===== src/rtl/cd_cfg_ctrl.sv =====
// Clock-divider config sequencer/arbiter: plays a boot table of default dividers,
// then round-robins two requesters onto the single CD config write port.
// Optional read-back shadow of accepted values when CD_CFG_SHADOW_EN is defined.
module cd_cfg_ctrl #(
  parameter int ADDR_W   = 4,
  parameter int DATA_W   = 14,
  parameter int N_TGT    = 4,
  parameter int DEF_VGA  = 2,
  parameter int DEF_UART = 434,
  parameter int DEF_LM   = 5000,
  parameter int DEF_DB   = 10000
) (
  input  logic              clk,
  input  logic              rst_n,
  input  logic              r0_valid,
  input  logic [ADDR_W-1:0] r0_addr,
  input  logic [DATA_W-1:0] r0_data,
  output logic              r0_ready,
  input  logic              r1_valid,
  input  logic [ADDR_W-1:0] r1_addr,
  input  logic [DATA_W-1:0] r1_data,
  output logic              r1_ready,
  output logic [ADDR_W-1:0] c_addr,
  output logic [DATA_W-1:0] c_data,
  output logic              c_valid,
  input  logic              c_ready,
  output logic              boot_done,
  output logic              err,
  output logic              busy
`ifdef CD_CFG_SHADOW_EN
  ,
  input  logic [ADDR_W-1:0] rd_addr,
  output logic [DATA_W-1:0] rd_data
`endif
);

  typedef enum logic [1:0] {
    ST_BOOT = 2'd0,
    ST_IDLE = 2'd1,
    ST_SEND = 2'd2
  } state_t;

  localparam logic [ADDR_W:0]   N_TGT_W  = (ADDR_W+1)'(N_TGT);
  localparam logic [ADDR_W-1:0] LAST_IDX = ADDR_W'(N_TGT - 1);

  function automatic logic is_legal(input logic [ADDR_W-1:0] a);
    is_legal = ({1'b0, a} < N_TGT_W);
  endfunction

  function automatic logic [DATA_W-1:0] def_val(input logic [ADDR_W-1:0] i);
    case (i)
      ADDR_W'(0): def_val = DATA_W'(DEF_VGA);
      ADDR_W'(1): def_val = DATA_W'(DEF_UART);
      ADDR_W'(2): def_val = DATA_W'(DEF_LM);
      ADDR_W'(3): def_val = DATA_W'(DEF_DB);
      default:    def_val = {DATA_W{1'b0}};
    endcase
  endfunction

  state_t              state_r, state_s;
  logic [ADDR_W-1:0]   idx_r, idx_s;
  logic                c_valid_r, c_valid_s;
  logic [ADDR_W-1:0]   c_addr_r, c_addr_s;
  logic [DATA_W-1:0]   c_data_r, c_data_s;
  logic                boot_done_r, boot_done_s;
  logic                err_r, err_s;
  logic                last_grant_r, last_grant_s;
  logic                gnt0_s, gnt1_s;
  logic                accept_s;

  // Next-state, grant and output-register logic for the BOOT/IDLE/SEND sequencer
  always_comb begin
    state_s      = state_r;
    idx_s        = idx_r;
    c_valid_s    = c_valid_r;
    c_addr_s     = c_addr_r;
    c_data_s     = c_data_r;
    boot_done_s  = boot_done_r;
    err_s        = 1'b0;
    last_grant_s = last_grant_r;
    gnt0_s       = 1'b0;
    gnt1_s       = 1'b0;
    accept_s     = c_valid_r && c_ready;

    case (state_r)
      ST_BOOT: begin
        if (accept_s) begin
          idx_s = idx_r + ADDR_W'(1);
          if (idx_r == LAST_IDX) begin
            state_s     = ST_IDLE;
            c_valid_s   = 1'b0;
            boot_done_s = 1'b1;
          end else begin
            c_valid_s = 1'b1;
            c_addr_s  = idx_r + ADDR_W'(1);
            c_data_s  = def_val(idx_r + ADDR_W'(1));
          end
        end else begin
          c_valid_s = 1'b1;
          c_addr_s  = idx_r;
          c_data_s  = def_val(idx_r);
        end
      end

      ST_IDLE: begin
        c_valid_s = 1'b0;
        // On a tie the requester that did not win last time gets the port
        gnt0_s = r0_valid && (!r1_valid || last_grant_r);
        gnt1_s = r1_valid && !gnt0_s;
        if (gnt0_s || gnt1_s) begin
          c_addr_s     = gnt1_s ? r1_addr : r0_addr;
          c_data_s     = gnt1_s ? r1_data : r0_data;
          last_grant_s = gnt1_s;
          if (is_legal(c_addr_s)) begin
            state_s   = ST_SEND;
            c_valid_s = 1'b1;
          end else begin
            err_s = 1'b1;
          end
        end else begin
          state_s = ST_IDLE;
        end
      end

      ST_SEND: begin
        if (accept_s) begin
          c_valid_s = 1'b0;
          state_s   = ST_IDLE;
        end else begin
          c_valid_s = 1'b1;
        end
      end

      default: begin
        state_s   = ST_BOOT;
        idx_s     = {ADDR_W{1'b0}};
        c_valid_s = 1'b0;
      end
    endcase
  end

  // State and output registers
  always_ff @(posedge clk or negedge rst_n) begin
    if (!rst_n) begin
      state_r      <= ST_BOOT;
      idx_r        <= {ADDR_W{1'b0}};
      c_valid_r    <= 1'b0;
      c_addr_r     <= {ADDR_W{1'b0}};
      c_data_r     <= {DATA_W{1'b0}};
      boot_done_r  <= 1'b0;
      err_r        <= 1'b0;
      last_grant_r <= 1'b1;
    end else begin
      state_r      <= state_s;
      idx_r        <= idx_s;
      c_valid_r    <= c_valid_s;
      c_addr_r     <= c_addr_s;
      c_data_r     <= c_data_s;
      boot_done_r  <= boot_done_s;
      err_r        <= err_s;
      last_grant_r <= last_grant_s;
    end
  end

  assign r0_ready  = gnt0_s;
  assign r1_ready  = gnt1_s;
  assign c_valid   = c_valid_r;
  assign c_addr    = c_addr_r;
  assign c_data    = c_data_r;
  assign boot_done = boot_done_r;
  assign err       = err_r;
  assign busy      = (state_r == ST_BOOT) || (state_r == ST_SEND);

`ifdef CD_CFG_SHADOW_EN
  localparam int IDX_W = (N_TGT > 1) ? $clog2(N_TGT) : 1;

  logic [DATA_W-1:0] shadow_r [N_TGT];

  // Shadow copy of every value the CD accepts, boot writes included
  always_ff @(posedge clk or negedge rst_n) begin
    if (!rst_n) begin
      for (int i = 0; i < N_TGT; i++) begin
        shadow_r[i] <= {DATA_W{1'b0}};
      end
    end else if (accept_s && is_legal(c_addr_r)) begin
      shadow_r[c_addr_r[IDX_W-1:0]] <= c_data_r;
    end
  end

  // Combinational read-back, zero for addresses outside the target range
  always_comb begin
    rd_data = {DATA_W{1'b0}};
    if (is_legal(rd_addr)) begin
      rd_data = shadow_r[rd_addr[IDX_W-1:0]];
    end else begin
      rd_data = {DATA_W{1'b0}};
    end
  end
`else
  // No read-back shadow in this build
`endif

endmodule

===== config.mk =====
export PLATFORM = sky130hd
export DESIGN_NAME = cd_cfg_ctrl
export DESIGN_NICKNAME = d
export VERILOG_FILES = /design/src/rtl/cd_cfg_ctrl.sv
export SDC_FILE = /design/constraint.sdc
export NUM_CORES = 1
export LEC_CHECK = 0
export CAP_MARGIN = 20
export CELL_PAD_IN_SITES_DETAIL_PLACEMENT = 0
export CELL_PAD_IN_SITES_GLOBAL_PLACEMENT = 1
export CORE_MARGIN = 4
export CORE_UTILIZATION = 33
export CTS_CLUSTER_DIAMETER = 30
export DETAILED_ROUTE_END_ITERATION = 6
export PLACE_DENSITY_LB_ADDON = 0.1
export SETUP_SLACK_MARGIN = 0.05
export SYNTH_ARGS = -nofsm -noshare
export SYNTH_HDL_FRONTEND = slang
export SYNTH_SLANG_ARGS = --single-unit

===== constraint.sdc =====
create_clock -name clk -period 2.2 [get_ports clk]
set_clock_uncertainty 0.2 [all_clocks]
set_input_delay 0.55 -clock clk [delete_from_list [all_inputs] [get_ports clk]]
set_output_delay 0.55 -clock clk [all_outputs]
set_load 0.1 [all_outputs]

After elaboration in Yosys (flattened, before gate mapping)
Cells that the tools add are included.
{"block": "totals", "reg_bits": 28, "input_bits": 41}
{"block": "classes", "reduce_logical": 18, "muxes": 31, "bitwise_logic": 1, "n_eq_ne": 14, "n_addsub": 1, "magnitude_cmp": 1}
{"op": "case mux 14 bit (4 select lines)", "n": 2}
{"op": "two-way mux 14 bit", "n": 4}
{"op": "case mux 14 bit (2 select lines)", "n": 1}
{"op": "two-way mux 4 bit", "n": 5}
{"op": "== test 4 x 2 -> 1 bit (second input constant)", "n": 4}
{"op": "case mux 4 bit (2 select lines)", "n": 2}
{"op": "two-way mux 1 bit", "n": 10}
{"op": "two-way mux 2 bit", "n": 5}
{"op": "== test 4 x 1 -> 1 bit (second input constant)", "n": 2}
{"op": "logical NOT 4 bit", "n": 2}
{"op": "!= test 2 bit (second input constant)", "n": 4}
{"op": "!= test 3 bit (second input constant)", "n": 2}
{"op": "case mux 2 bit (3 select lines)", "n": 1}
{"op": "AND reduction 3 bit", "n": 2}
{"op": "adder 4 x 1 -> 4 bit (second input constant)", "n": 1}
{"op": "less-than comparator 4 x 3 -> 1 bit (second input constant)", "n": 1}
{"op": "AND reduction 2 bit", "n": 2}
{"op": "AND reduction 4 bit", "n": 1}
{"op": "logical AND 1 bit", "n": 3}
{"op": "logical OR 1 bit", "n": 3}
{"op": "case mux 1 bit (3 select lines)", "n": 1}
{"op": "== test 2 x 1 -> 1 bit (second input constant)", "n": 1}
{"op": "== test 2 bit (second input constant)", "n": 1}
{"op": "logical NOT 1 bit", "n": 2}
{"op": "4 further kinds", "n": 4}

Depth between registers and ports, before layout
Gate-level depths: netlist (run 1).
{"block": "depth", "depth_word": 10, "ltp_mapped": 8, "depth_no_buf": 7}

Worst setup path after synthesis (run 1)
No wires, ideal clock.
{"block": "synth_path", "path_type": "register to output", "from": "register state_r[1]", "to": "output r0_ready", "arrival_ns": 2.637, "path_stages_with_launch": 7, "slack_ns": -1.187, "path_cell_list": "dfrtp_1 -> inv_1 -> ha_1 -> buf_2 -> clkbuf_1 -> nand2_1 -> a21oi_1"}
{"block": "synth_via", "elab_chain_cells": 2}
{"item": "start: declaration", "line": "60", "source": "state_t state_r, state_s;"}
{"item": "start signal: assignment", "line": "154", "source": "state_r <= state_s;"}
{"item": "== test 2 x 1 -> 1 bit", "line": "85", "source": "case (state_r)"}
{"item": "two-way mux 1 bit", "line": "85"}
{"item": "end: declaration", "line": "18", "source": "output logic r0_ready,"}
Every way passes these cells.

Final worst setup path (run 1)
{"block": "layout_path", "from": "input r0_valid", "to": "output r1_ready"}
{"block": "layout_via", "elab_chain_cells": 4}
{"item": "start: declaration", "line": "15", "source": "input logic r0_valid,"}
{"item": "logical AND 1 bit", "line": "108", "source": "gnt0_s = r0_valid && (!r1_valid || last_grant_r);"}
{"item": "logical NOT 1 bit", "line": "109", "source": "gnt1_s = r1_valid && !gnt0_s;"}
{"item": "logical AND 1 bit", "line": "109"}
{"item": "two-way mux 1 bit", "line": "85"}
{"item": "end: declaration", "line": "22", "source": "output logic r1_ready,"}
Every way passes these cells.

==> PnR_summary.wiki, run 1 <==
{| class="wikitable"
! Metric !! Value
|-
| Result of the run || completed
|-
| CTS tree || done
|-
| Worst path arrival time || 1.40 ns
|-
| Total Routed Length || around 5700 um
|-
| Dominant register cell in the synthesized netlist || dfrtp_1
|-
| Clock tree sinks || 28
|-
| First-pass GRT wire length || 9563 um
|-
| Yosys reg bits || 28
|-
| Clock transition at path regs || 0.10 ns
|-
| Minimum period implied by the final worst setup slack || about 2.1 ns
|-
| Fill cell count || roughly 520
|-
| Per-cell via count in the routed design || between 4 and 5
|-
| Post-layout nets || about 360
|-
| GRT Util Overall || 16.50%
|-
| Routed length per instance || roughly 15 um
|-
| Std cell rows || 27
|-
| Ports placed on the boundary || 65
|-
| Worst voltage drop across the vdd grid || 1.265 mV
|-
| Setup slack of the most critical reg-to-reg path || about 0.11 ns
|-
| Share of final-layout standard cells stronger than drive strength 1 || about 29%
|-
| Antenna viol nets, final || 0
|-
| Reported net switching power || ~0.0029 W
|-
| Leakage dissipation || about 1.4 nW
|-
| Number of optimization iterations in the first detailed-route pass || 4
|-
| Core box area || 5574 sq um
|-
| Gate count of the mapped netlist || between 200 and 250
|-
| Average cell area after synthesis || 8.503 sq um
|-
| Sw frac || a little over half
|-
| Warning count from the yosys run || 0
|-
| Maxcap violations || 0
|-
| Total clock buffers created by CTS || 3
|-
| Syn nets || 276
|-
| Maximum number of pins on one net before global-route repair || 29
|-
| Most frequent standard cell in the layout excluding fill and tap cells || nand2_1
|-
| Synthesized area || 1913 sq um
|-
| Port Buf Inserts || 64
|-
| Commonest cells after routing, fill and taps aside || 54 x nand2_1, 38 x clkdlybuf4s50_1, 31 x buf_4
|-
| Worst rel slew slack || ~75%
|-
| Unrepaired setup endpoints after global routing || yes
|-
| Diode count || 0
|-
| Capturing element type of the critical path || output port
|-
| RR Endpoint || c_data[13]
|-
| Worst-case reg-to-reg path depth || 6
|-
| Share of the clock period used by the worst path after layout || between 90% and 100%
|-
| Via count || roughly 1.9k
|-
| Required time of the critical path || approximately 1.5 ns
|-
| CP max stage delay || between 0.2 and 0.3 ns
|-
| Die Wd || between 80 and 90 um
|-
| Final Wtd Congestion || 0.8252
|-
| CP max FO || 5
|-
| Part of the total power dissipated in combinational logic || between 70% and 80%
|-
| Internal Dissipation || 0.002619 W
|-
| Sequential standard cell area || just over 700 sq um
|-
| Max stage delay cell, worst path || a21bo_4
|-
| Clock tree buffer depth || 2
|-
| Sort of element at the start of the critical path || input port
|-
| Pin slew with the least headroom to its limit || ~0.38 ns
|-
| Starting density of the core || between 30% and 40%
|-
| Final hold violation count || 0
|-
| Worst hold-check path type || reg2reg
|-
| Distinct cell type count of the synthesized netlist || just under 50
|-
| Power Dens Cells || 1727 nW/um^2
|-
| Proportion of synthesized chip area in sequential cells || between 30% and 40%
|-
| Hold Crit Start || c_addr[3]
|-
| Final count of negative-setup-slack endpoints || 0
|-
| Final core occ || between 50% and 60%
|-
| Area occupied by multi-input gates || ~1200 sq um
|-
| Number of max-slew violations in the final report || 0
|-
| Hold path depth || 2
|-
| Clock network fraction of total power || 7.4%
|-
| Dpl hpwl || 4485 um
|-
| Kind of critical path || in2out
|-
| Power Total || around 0.0055 W
|-
| Maximum frequency from static timing analysis || 0.4651 GHz
|-
| Buffer type at the clock tree root || clkbuf_8
|-
| CTS H-tree depth || 1
|-
| Endpoint of the worst hold path || c_addr[3]
|-
| Register share of total power || roughly 18%
|-
| Layout-stage area growth over the synthesis result || 67.95%
|-
| Ys async rst share || between 90% and 100%
|-
| Post-synth EDFFs || 0
|-
| Full die area || 7080 sq um
|-
| Global-route congestion overflow total || 0
|-
| Number of global-route vias before repair || about 1.9k
|-
| Startpoint of the worst-slack reg-to-reg timing path || idx_r[0]
|-
| Starting DRC count in detailed routing || 58
|-
| Number of antenna violations at the first check in global routing || 0
|-
| Sequence of cells on the critical path || clkdlybuf4s15_1 > a21bo_4 > nor2_4 > buf_12
|-
| Y dimension of the die || between 80 and 90 um
|-
| Clock Latency Late Sink || 0.27 ns
|-
| Number of DRC violations after detailed routing || 0
|}
[critical path: cells and delay by family]
kind                   cells  cell delay, ns
buffers and inverters      2            0.44
AND/OR/NAND/NOR            1            0.12
AO/OA/AOI/OAI              1            0.28
[through the flow]
step / cells / setup slack, ns / cell area (sq um) / hold slack, ns / setup TNS, ns
global route: 384 / -0.01871 / 3213 / 0.3862 / -0.02923
detailed placement: 375 / -0.2920 / 3050 / 0.3282 / -4.981
finish: 384 / 0.05012 / 3213 / 0.3478 / 0
global placement: 375 / -0.2664 / 3050 / 0.3177 / -4.644
floorplan: 225 / -0.06670 / 1979 / 0.05441 / -0.1031
CTS: 383 / 0.02271 / 3162 / 0.3516 / 0
[flip-flops by register name (all words and copies together), names as in the netlist]
signal        cells
last_grant_r      1
state_r           2
err               1
c_valid           1
c_data           14
boot_done         1
c_addr            4
idx_r             4
[cell families after synthesis]
logic type / after synthesis / synth area share, %
adder cells (fa/ha/maj): 10 / 6.540
buffers and inverters: 20 / 5.952
AND/OR/NAND/NOR: 89 / 20.21
flip-flops: 28 / 36.69
AO/OA/AOI/OAI: 68 / 25.25
XOR/XNOR: 3 / 1.374
multiplexers: 7 / 3.989
[Yosys cell counts (all sizes together), types with 4 or more instances]
cell type | number | area share (%)
nor2 | 12 | 2.5
inv | 7 | 1.4
a21o | 4 | 1.6
o21ai | 22 | 6.0
a31oi | 4 | 1.3
dfrtp | 27 | 35
mux2i | 5 | 2.6
nand2 | 54 | 11
ha | 10 | 6.5
nand3 | 10 | 2.6
a21oi | 9 | 2.6
buf | 12 | 4.4
[how the worst max path moves through the flow]
stage | to | slack (ns) | start | depth (start not counted)
global placement | r1_ready | -0.27 | r1_valid | 4
global route | r1_ready | -0.02 | state_r[1] | 5
finish | r1_ready | 0.05 | r0_valid | 4
floorplan | r1_ready | -0.07 | r1_valid | 4
CTS | r1_ready | 0.02 | state_r[1] | 5
detailed placement | r1_ready | -0.29 | r1_valid | 4
[cell type report]
cell class	count	area share (%)
clock inverter	1	0.9346
tap	72	2.804
multi-input combinational	177	36.80
clock buffer	3	1.285
inverter	7	0.9346
timing repair buffer	96	35.32
sequential	28	21.92
[what timing repair did]
item,in CTS,in global routing
hold endpoints to repair,0,0
pin swaps,2,4
gates resized for setup,8,13
setup buffers,4,1
endpoints found under the setup margin,6,20
hold buffers,0,0
[metal layers]
| layer | track usage, % | up-vias | wire [um] | part of all wire (%) |
|---|---|---|---|---|
| met5 | 0 | - | 0 | 0 |
| met4 | 3.947 | 0 | 75 | 1.3 |
| met3 | 3.631 | 4 | 260 | 4.5 |
| met2 | 27.19 | 38 | 2839 | 49 |
| met1 | 22.08 | 894 | 2563 | 45 |
| li1 | - | 959 | - | - |
[power groups by stage]
stage | clock (W) | combinational, W | sequential, W
2_1_floorplan | 0 | 0.00136 | 0.00219
3_3_place_gp | 0 | 0.00402 | 0.000997
3_5_place_dp | 0 | 0.00403 | 0.00101
4_1_cts | 0.000426 | 0.00413 | 0.000986
5_1_grt | 0.000451 | 0.00439 | 0.00101
6_report | 0.000410 | 0.00416 | 0.000983
Power figures use the tool's default switching activity.
==> inputs of run 2 (changes only) <==
Settings changed: SKIP_LAST_GASP set to 1, SLEW_MARGIN set to 15.
==> PnR_summary.wiki, run 2 (same netlist as run 1, synthesis figures left out) <==
{| class="wikitable"
! Metric !! Value
|-
| Clock tree buffer depth || 2 (unchanged)
|-
| Leakage dissipation || 1.403 nW (was 1.405 nW)
|-
| CTS H-tree depth || 1 (unchanged)
|-
| Required time of the critical path || 1.45 ns (about the same)
|-
| RR Endpoint || c_data[0] (was c_data[13])
|-
| Number of global-route vias before repair || 1911 (unchanged)
|-
| Sequential standard cell area || 704.4 sq um (unchanged)
|-
| Antenna viol nets, final || 0 (unchanged)
|-
| Clock Latency Late Sink || 0.27 ns (about the same)
|-
| Share of the clock period used by the worst path after layout || 97.71% (was 97.72%)
|-
| Power Dens Cells || 1726 nW/um^2 (was 1727 nW/um^2)
|-
| Met3 demand-to-capacity share in global routing || 3.631% (unchanged)
|-
| CTS tree || done (unchanged)
|-
| Die Wd || 84.14 um (unchanged)
|-
| Internal Dissipation || 0.002615 W (was 0.002619 W)
|-
| Worst-case reg-to-reg path depth || 9 (was 6)
|-
| Kind of critical path || in2out (unchanged)
|-
| Port Buf Inserts || 64 (unchanged)
|-
| Most frequent standard cell in the layout excluding fill and tap cells || nand2_1 (unchanged)
|-
| Total Routed Length || 5743 um (was 5739 um)
|-
| Cell Count Post-Placement || 375 (unchanged)
|-
| CP max FO || 5 (unchanged)
|-
| Number of optimization iterations in the first detailed-route pass || 4 (unchanged)
|-
| CTS Hold Bufs || 0 (unchanged)
|-
| Std cell rows || 27 (unchanged)
|-
| Sort of element at the start of the critical path || input port (unchanged)
|-
| Number of antenna violations at the first check in global routing || 0 (unchanged)
|-
| Number of DRC violations after detailed routing || 0 (unchanged)
|-
| Fill cell count || 518 (was 519)
|-
| CP max stage delay || 0.28 ns (about the same)
|-
| Routed length per instance || 14.96 um (was 14.95 um)
|-
| Core box area || 5574 sq um (unchanged)
|-
| Clock tree sinks || 28 (unchanged)
|-
| Y dimension of the die || 84.14 um (unchanged)
|-
| Reported net switching power || 0.002925 W (was 0.002929 W)
|-
| Maximum number of pins on one net before global-route repair || 29 (unchanged)
|-
| Starting DRC count in detailed routing || 55 (was 58)
|-
| Final hold violation count || 0 (unchanged)
|-
| Buffer type at the clock tree root || clkbuf_8 (unchanged)
|-
| GRT Util Overall || 16.50% (unchanged)
|-
| Sequence of cells on the critical path || clkdlybuf4s15_1 > a21bo_4 > nor2_4 > buf_12 (unchanged)
|-
| Maximum frequency from static timing analysis || 0.4652 GHz (was 0.4651 GHz)
|-
| Ports placed on the boundary || 65 (unchanged)
|-
| Post-layout nets || 364 (unchanged)
|-
| Final count of negative-setup-slack endpoints || 0 (unchanged)
|-
| Hold Crit Start || c_addr[3] (unchanged)
|-
| Share of final-layout standard cells stronger than drive strength 1 || 28.21% (was 28.53%)
|-
| Commonest cells after routing, fill and taps aside || 54 x nand2_1, 38 x clkdlybuf4s50_1, 31 x buf_4 (unchanged)
|-
| Starting density of the core || 34.32% (unchanged)
|-
| Final Wtd Congestion || 0.8252 (unchanged)
|-
| Worst voltage drop across the vdd grid || 1.263 mV (was 1.265 mV)
|-
| Clock network fraction of total power || 7.4% (about the same)
|-
| Sw frac || 52.80% (about the same)
|-
| Max FFs per register || 14 (unchanged)
|-
| Worst hold margin || 0.3484 ns (was 0.3478 ns)
|-
| Clock transition at path regs || 0.09 ns (was 0.10 ns)
|-
| Via count || 1887 (was 1895)
|-
| Dpl hpwl || 4485 um (unchanged)
|-
| Capturing element type of the critical path || output port (unchanged)
|-
| Global-route congestion overflow total || 0 (unchanged)
|-
| Minimum period implied by the final worst setup slack || 2.150 ns (about the same)
|-
| Power Total || 0.005541 W (was 0.005548 W)
|-
| Endpoint of the worst hold path || c_addr[3] (unchanged)
|-
| Setup slack of the most critical reg-to-reg path || 0.11 ns (about the same)
|-
| Worst hold-check path type || reg2reg (unchanged)
|-
| Final Non-Filler Cells || 384 (unchanged)
|-
| Met2 track demand over resource in global routing || 27.19% (unchanged)
|-
| Met1 Resource Use GR || 22.08% (unchanged)
|-
| Pin slew with the least headroom to its limit || 0.3815 ns (about the same)
|-
| Worst path arrival time || 1.40 ns (about the same)
|-
| Startpoint of the worst-slack reg-to-reg timing path || state_r[0] (was idx_r[0])
|-
| Worst rel slew slack || 74.57% (about the same)
|-
| Result of the run || completed (unchanged)
|-
| Diode count || 0 (unchanged)
|-
| First-pass GRT wire length || 9563 um (unchanged)
|-
| Hold path depth || 2 (unchanged)
|-
| Full die area || 7080 sq um (unchanged)
|-
| Routing layer with the top usage in global route || met2 (unchanged)
|-
| Maxcap violations || 0 (unchanged)
|-
| Register share of total power || 17.7% (about the same)
|-
| Per-cell via count in the routed design || 4.914 (was 4.935)
|-
| Start point of the critical path || r0_valid (unchanged)
|-
| Unrepaired setup endpoints after global routing || yes (unchanged)
|-
| Part of the total power dissipated in combinational logic || 74.9% (about the same)
|-
| Total clock buffers created by CTS || 3 (unchanged)
|-
| Layout-stage area growth over the synthesis result || 67.76% (was 67.95%)
|-
| Max stage delay cell, worst path || a21bo_4 (unchanged)
|-
| Number of max-slew violations in the final report || 0 (unchanged)
|-
| Area occupied by multi-input gates || 1179 sq um (was 1182 sq um)
|}
run 2: worst max-delay path by stage:
stage                     slack [ns]  depth (start not counted)       end
after global routing           -0.02                          5  r1_ready
final                           0.05                          4  r1_ready
after CTS                       0.02                          5  r1_ready
after detailed placement       -0.29                          4  r1_ready
after global placement         -0.27                          4  r1_ready
after floorplan                -0.07                          4  r1_ready
run 2: power by group through the flow:
stage / Clock [W] / Sequential, W / Combinational, W
3_3_place_gp: 0 / 0.000997 / 0.00402
2_1_floorplan: 0 / 0.00219 / 0.00136
4_1_cts: 0.000426 / 0.000986 / 0.00413
6_report: 0.000409 / 0.000982 / 0.00415
5_1_grt: 0.000451 / 0.00101 / 0.00438
3_5_place_dp: 0 / 0.00101 / 0.00403
run 2: per-stage QoR:
stage | TNS (ns) | utilization [%] | setup slack (ns) | cell area, sq um
floorplan | -0.1031 | - | -0.06670 | 1979
global placement | -4.644 | 54.73 | -0.2664 | 3050
detailed placement | -4.981 | 54.73 | -0.2920 | 3050
CTS | 0 | 56.72 | 0.02271 | 3162
global route | -0.04553 | 57.58 | -0.01871 | 3209
finish | 0 | 57.58 | 0.05037 | 3209
run 2: final cells by class:
| cell class | instances | share of cell area (%) |
|---|---|---|
| well taps | 72 | 2.807 |
| clock inverters | 1 | 0.9357 |
| flip-flops and latches | 28 | 21.95 |
| multi-input cells | 177 | 36.73 |
| inverters | 7 | 0.9357 |
| clock buffers | 3 | 1.287 |
| repair buffers | 96 | 35.36 |
run 2: per-layer routing:
metal  part of all wire [%]  vias to the layer above
met3                    4.4                        6
met1                     45                      884
met5                      0                        -
met4                    1.4                        0
met2                     49                       38
li1                       -                      959
run 2: critical path: cells and delay by family:
| family | cells | cell delay [ns] |
|---|---|---|
| buffers and inverters | 2 | 0.44 |
| AO/OA/AOI/OAI | 1 | 0.28 |
| AND/OR/NAND/NOR | 1 | 0.12 |
run 2: timing repair:
item | 4_1_cts | 5_1_grt
hold endpoints to repair | 0 | 0
endpoints found under the setup margin | 6 | 20
gates resized for setup | 8 | 11
pin swaps | 2 | 4
buffers inserted | 4 | 1
==> inputs of run 3 (changes only) <==
Settings changed: GPL_TIMING_DRIVEN set to 0, SKIP_CTS_REPAIR_TIMING set to 1.
==> PnR_summary.wiki, run 3 (same netlist as run 1, synthesis figures left out) <==
{| class="wikitable"
! Metric !! Value
|-
| Diode count || 0 (unchanged)
|-
| GRT Util Overall || 15.68% (was 16.50%)
|-
| Maximum number of pins on one net before global-route repair || 29 (unchanged)
|-
| Clock tree buffer depth || 2 (unchanged)
|-
| Starting DRC count in detailed routing || 41 (was 55)
|-
| Kind of critical path || in2out (unchanged)
|-
| Dpl hpwl || 4231 um (was 4485 um)
|-
| Routed length per instance || 14.88 um (was 14.96 um)
|-
| Max stage delay cell, worst path || a21bo_4 (unchanged)
|-
| Max FFs per register || 14 (unchanged)
|-
| Clock Latency Late Sink || 0.28 ns (was 0.27 ns)
|-
| Result of the run || finished with violations (was completed)
|-
| End point of the critical path || r1_ready (unchanged)
|-
| Total Routed Length || 5656 um (was 5743 um)
|-
| Start point of the critical path || r1_valid (was r0_valid)
|-
| Std cell rows || 27 (unchanged)
|-
| Share of final-layout standard cells stronger than drive strength 1 || 26.30% (was 28.21%)
|-
| Global-route congestion overflow total || 0 (unchanged)
|-
| Full die area || 7080 sq um (unchanged)
|-
| Share of the clock period used by the worst path after layout || 110.2% (was 97.71%)
|-
| Cell Count Post-Placement || 361 (was 375)
|-
| Setup slack of the most critical reg-to-reg path || -0.01 ns (was 0.11 ns)
|-
| Maximum frequency from static timing analysis || 0.4123 GHz (was 0.4652 GHz)
|-
| Required time of the critical path || 1.45 ns (about the same)
|-
| Minimum period implied by the final worst setup slack || 2.425 ns (was 2.150 ns)
|-
| Most frequent standard cell in the layout excluding fill and tap cells || nand2_1 (unchanged)
|-
| Starting density of the core || 34.32% (unchanged)
|-
| Antenna viol nets, final || 0 (unchanged)
|-
| Cell area after layout || 2864 sq um (was 3209 sq um)
|-
| Die Wd || 84.14 um (unchanged)
|-
| Buffer type at the clock tree root || clkbuf_8 (unchanged)
|-
| Number of max-slew violations in the final report || 0 (unchanged)
|-
| Layout-stage area growth over the synthesis result || 49.71% (was 67.76%)
|-
| Startpoint of the worst-slack reg-to-reg timing path || state_r[1] (was state_r[0])
|-
| Clock transition at path regs || 0.10 ns (was 0.09 ns)
|-
| Worst-case reg-to-reg path depth || 8 (was 9)
|-
| Number of global-route vias before repair || 1738 (was 1911)
|-
| Capturing element type of the critical path || output port (unchanged)
|-
| Maxcap violations || 0 (unchanged)
|-
| Critical path's most frequent cell || buf_6
|-
| CP max stage delay || 0.28 ns (about the same)
|-
| CP max FO || 10 (was 5)
|-
| Clock tree sinks || 28 (unchanged)
|-
| Fill cell count || 534 (was 518)
|-
| Commonest cells after routing, fill and taps aside || 53 x nand2_1, 37 x clkdlybuf4s50_1, 24 x dfrtp_1 (was 54 x nand2_1, 38 x clkdlybuf4s50_1, 31 x buf_4)
|-
| Final hold violation count || 0 (unchanged)
|-
| Pin slew with the least headroom to its limit || 0.9627 ns (was 0.3815 ns)
|-
| Per-cell via count in the routed design || 4.868 (was 4.914)
|-
| Unrepaired setup endpoints after global routing || yes (unchanged)
|-
| Violated checks || negative setup slack
|-
| CTS H-tree depth || 1 (unchanged)
|-
| Y dimension of the die || 84.14 um (unchanged)
|-
| First-pass GRT wire length || 8963 um (was 9563 um)
|-
| Ports placed on the boundary || 65 (unchanged)
|-
| Sort of element at the start of the critical path || input port (unchanged)
|-
| Worst hold-check path type || in2async (was reg2reg)
|-
| Total negative setup slack || -0.4569 ns (was 0 ns)
|-
| Number of antenna violations at the first check in global routing || 0 (unchanged)
|-
| Number of optimization iterations in the first detailed-route pass || 4 (unchanged)
|-
| Number of DRC violations after detailed routing || 0 (unchanged)
|-
| RR Endpoint || c_data[7] (was c_data[0])
|-
| Setup slack after layout || -0.2254 ns (was 0.05037 ns)
|-
| Final Non-Filler Cells || 380 (was 384)
|-
| CTS tree || done (unchanged)
|-
| Worst rel slew slack || 35.72% (was 74.57%)
|-
| Via count || 1850 (was 1887)
|-
| Total clock buffers created by CTS || 3 (unchanged)
|-
| Sequence of cells on the critical path || dlymetal6s2s_1 > a21bo_4 > buf_6 > buf_8 > nor2_4 > buf_6 (was clkdlybuf4s15_1 > a21bo_4 > nor2_4 > buf_12)
|-
| Port Buf Inserts || 64 (unchanged)
|-
| Core box area || 5574 sq um (unchanged)
|-
| Post-layout nets || 360 (was 364)
|-
| Final Wtd Congestion || 0.7766 (was 0.8252)
|-
| Standard cell area after detailed placement || 2705 sq um (was 3050 sq um)
|-
| Worst hold margin || 0.08522 ns (was 0.3484 ns)
|-
| Worst path arrival time || 1.68 ns (was 1.40 ns)
|-
| Final count of negative-setup-slack endpoints || 4 (was 0)
|}
-- run 3: routing by layer --
| metal | track usage (%) | up-vias | routed length, um |
|---|---|---|---|
| li1 | - | 954 | - |
| met1 | 21.53 | 851 | 2621 |
| met2 | 25.90 | 41 | 2754 |
| met3 | 2.355 | 4 | 229 |
| met4 | 3.947 | 0 | 50 |
| met5 | 0 | - | 0 |
-- run 3: metrics by stage --
| step | worst slack, ns | util [%] |
|---|---|---|
| floorplan | -0.06670 | - |
| global placement | -1.503 | 48.62 |
| detailed placement | -1.510 | 48.53 |
| CTS | -1.503 | 49.52 |
| global route | -0.2908 | 51.38 |
| finish | -0.2254 | 51.38 |
-- run 3: area by class of cell --
type | instances | area (sq um) | area share (%)
Buffer | 13 | 130.1 | 4.543
Clock buffer | 4 | 55.05 | 1.922
Inverter | 7 | 26.28 | 0.9174
Multi-Input combinational cell | 177 | 1172 | 40.93
Sequential cell | 28 | 705.7 | 24.64
Tap cell | 72 | 90.09 | 3.145
Timing Repair Buffer | 79 | 684.4 | 23.90
-- run 3: worst max-delay path: cells and delay by family --
| kind | cells | cell delay [ns] |
|---|---|---|
| and+or+nand+nor | 1 | 0.10 |
| buffers and inverters | 4 | 0.74 |
| AOI/OAI and AO/OA | 1 | 0.28 |
-- run 3: worst min-delay path by stage --
stage | start | end | slack, ns
3_3_place_gp | c_addr[1] | c_addr[1] | 0.26
4_1_cts | rst_n | c_data[11] | 0.11
2_1_floorplan | rst_n | boot_done | 0.05
5_1_grt | rst_n | c_data[11] | 0.14
3_5_place_dp | c_addr[1] | c_addr[1] | 0.27
6_report | rst_n | c_data[11] | 0.09
Power of run 3 is left out: the tool's default activity adds up to more than one toggle a clock period on the data nets, which glitch-free logic cannot reach.
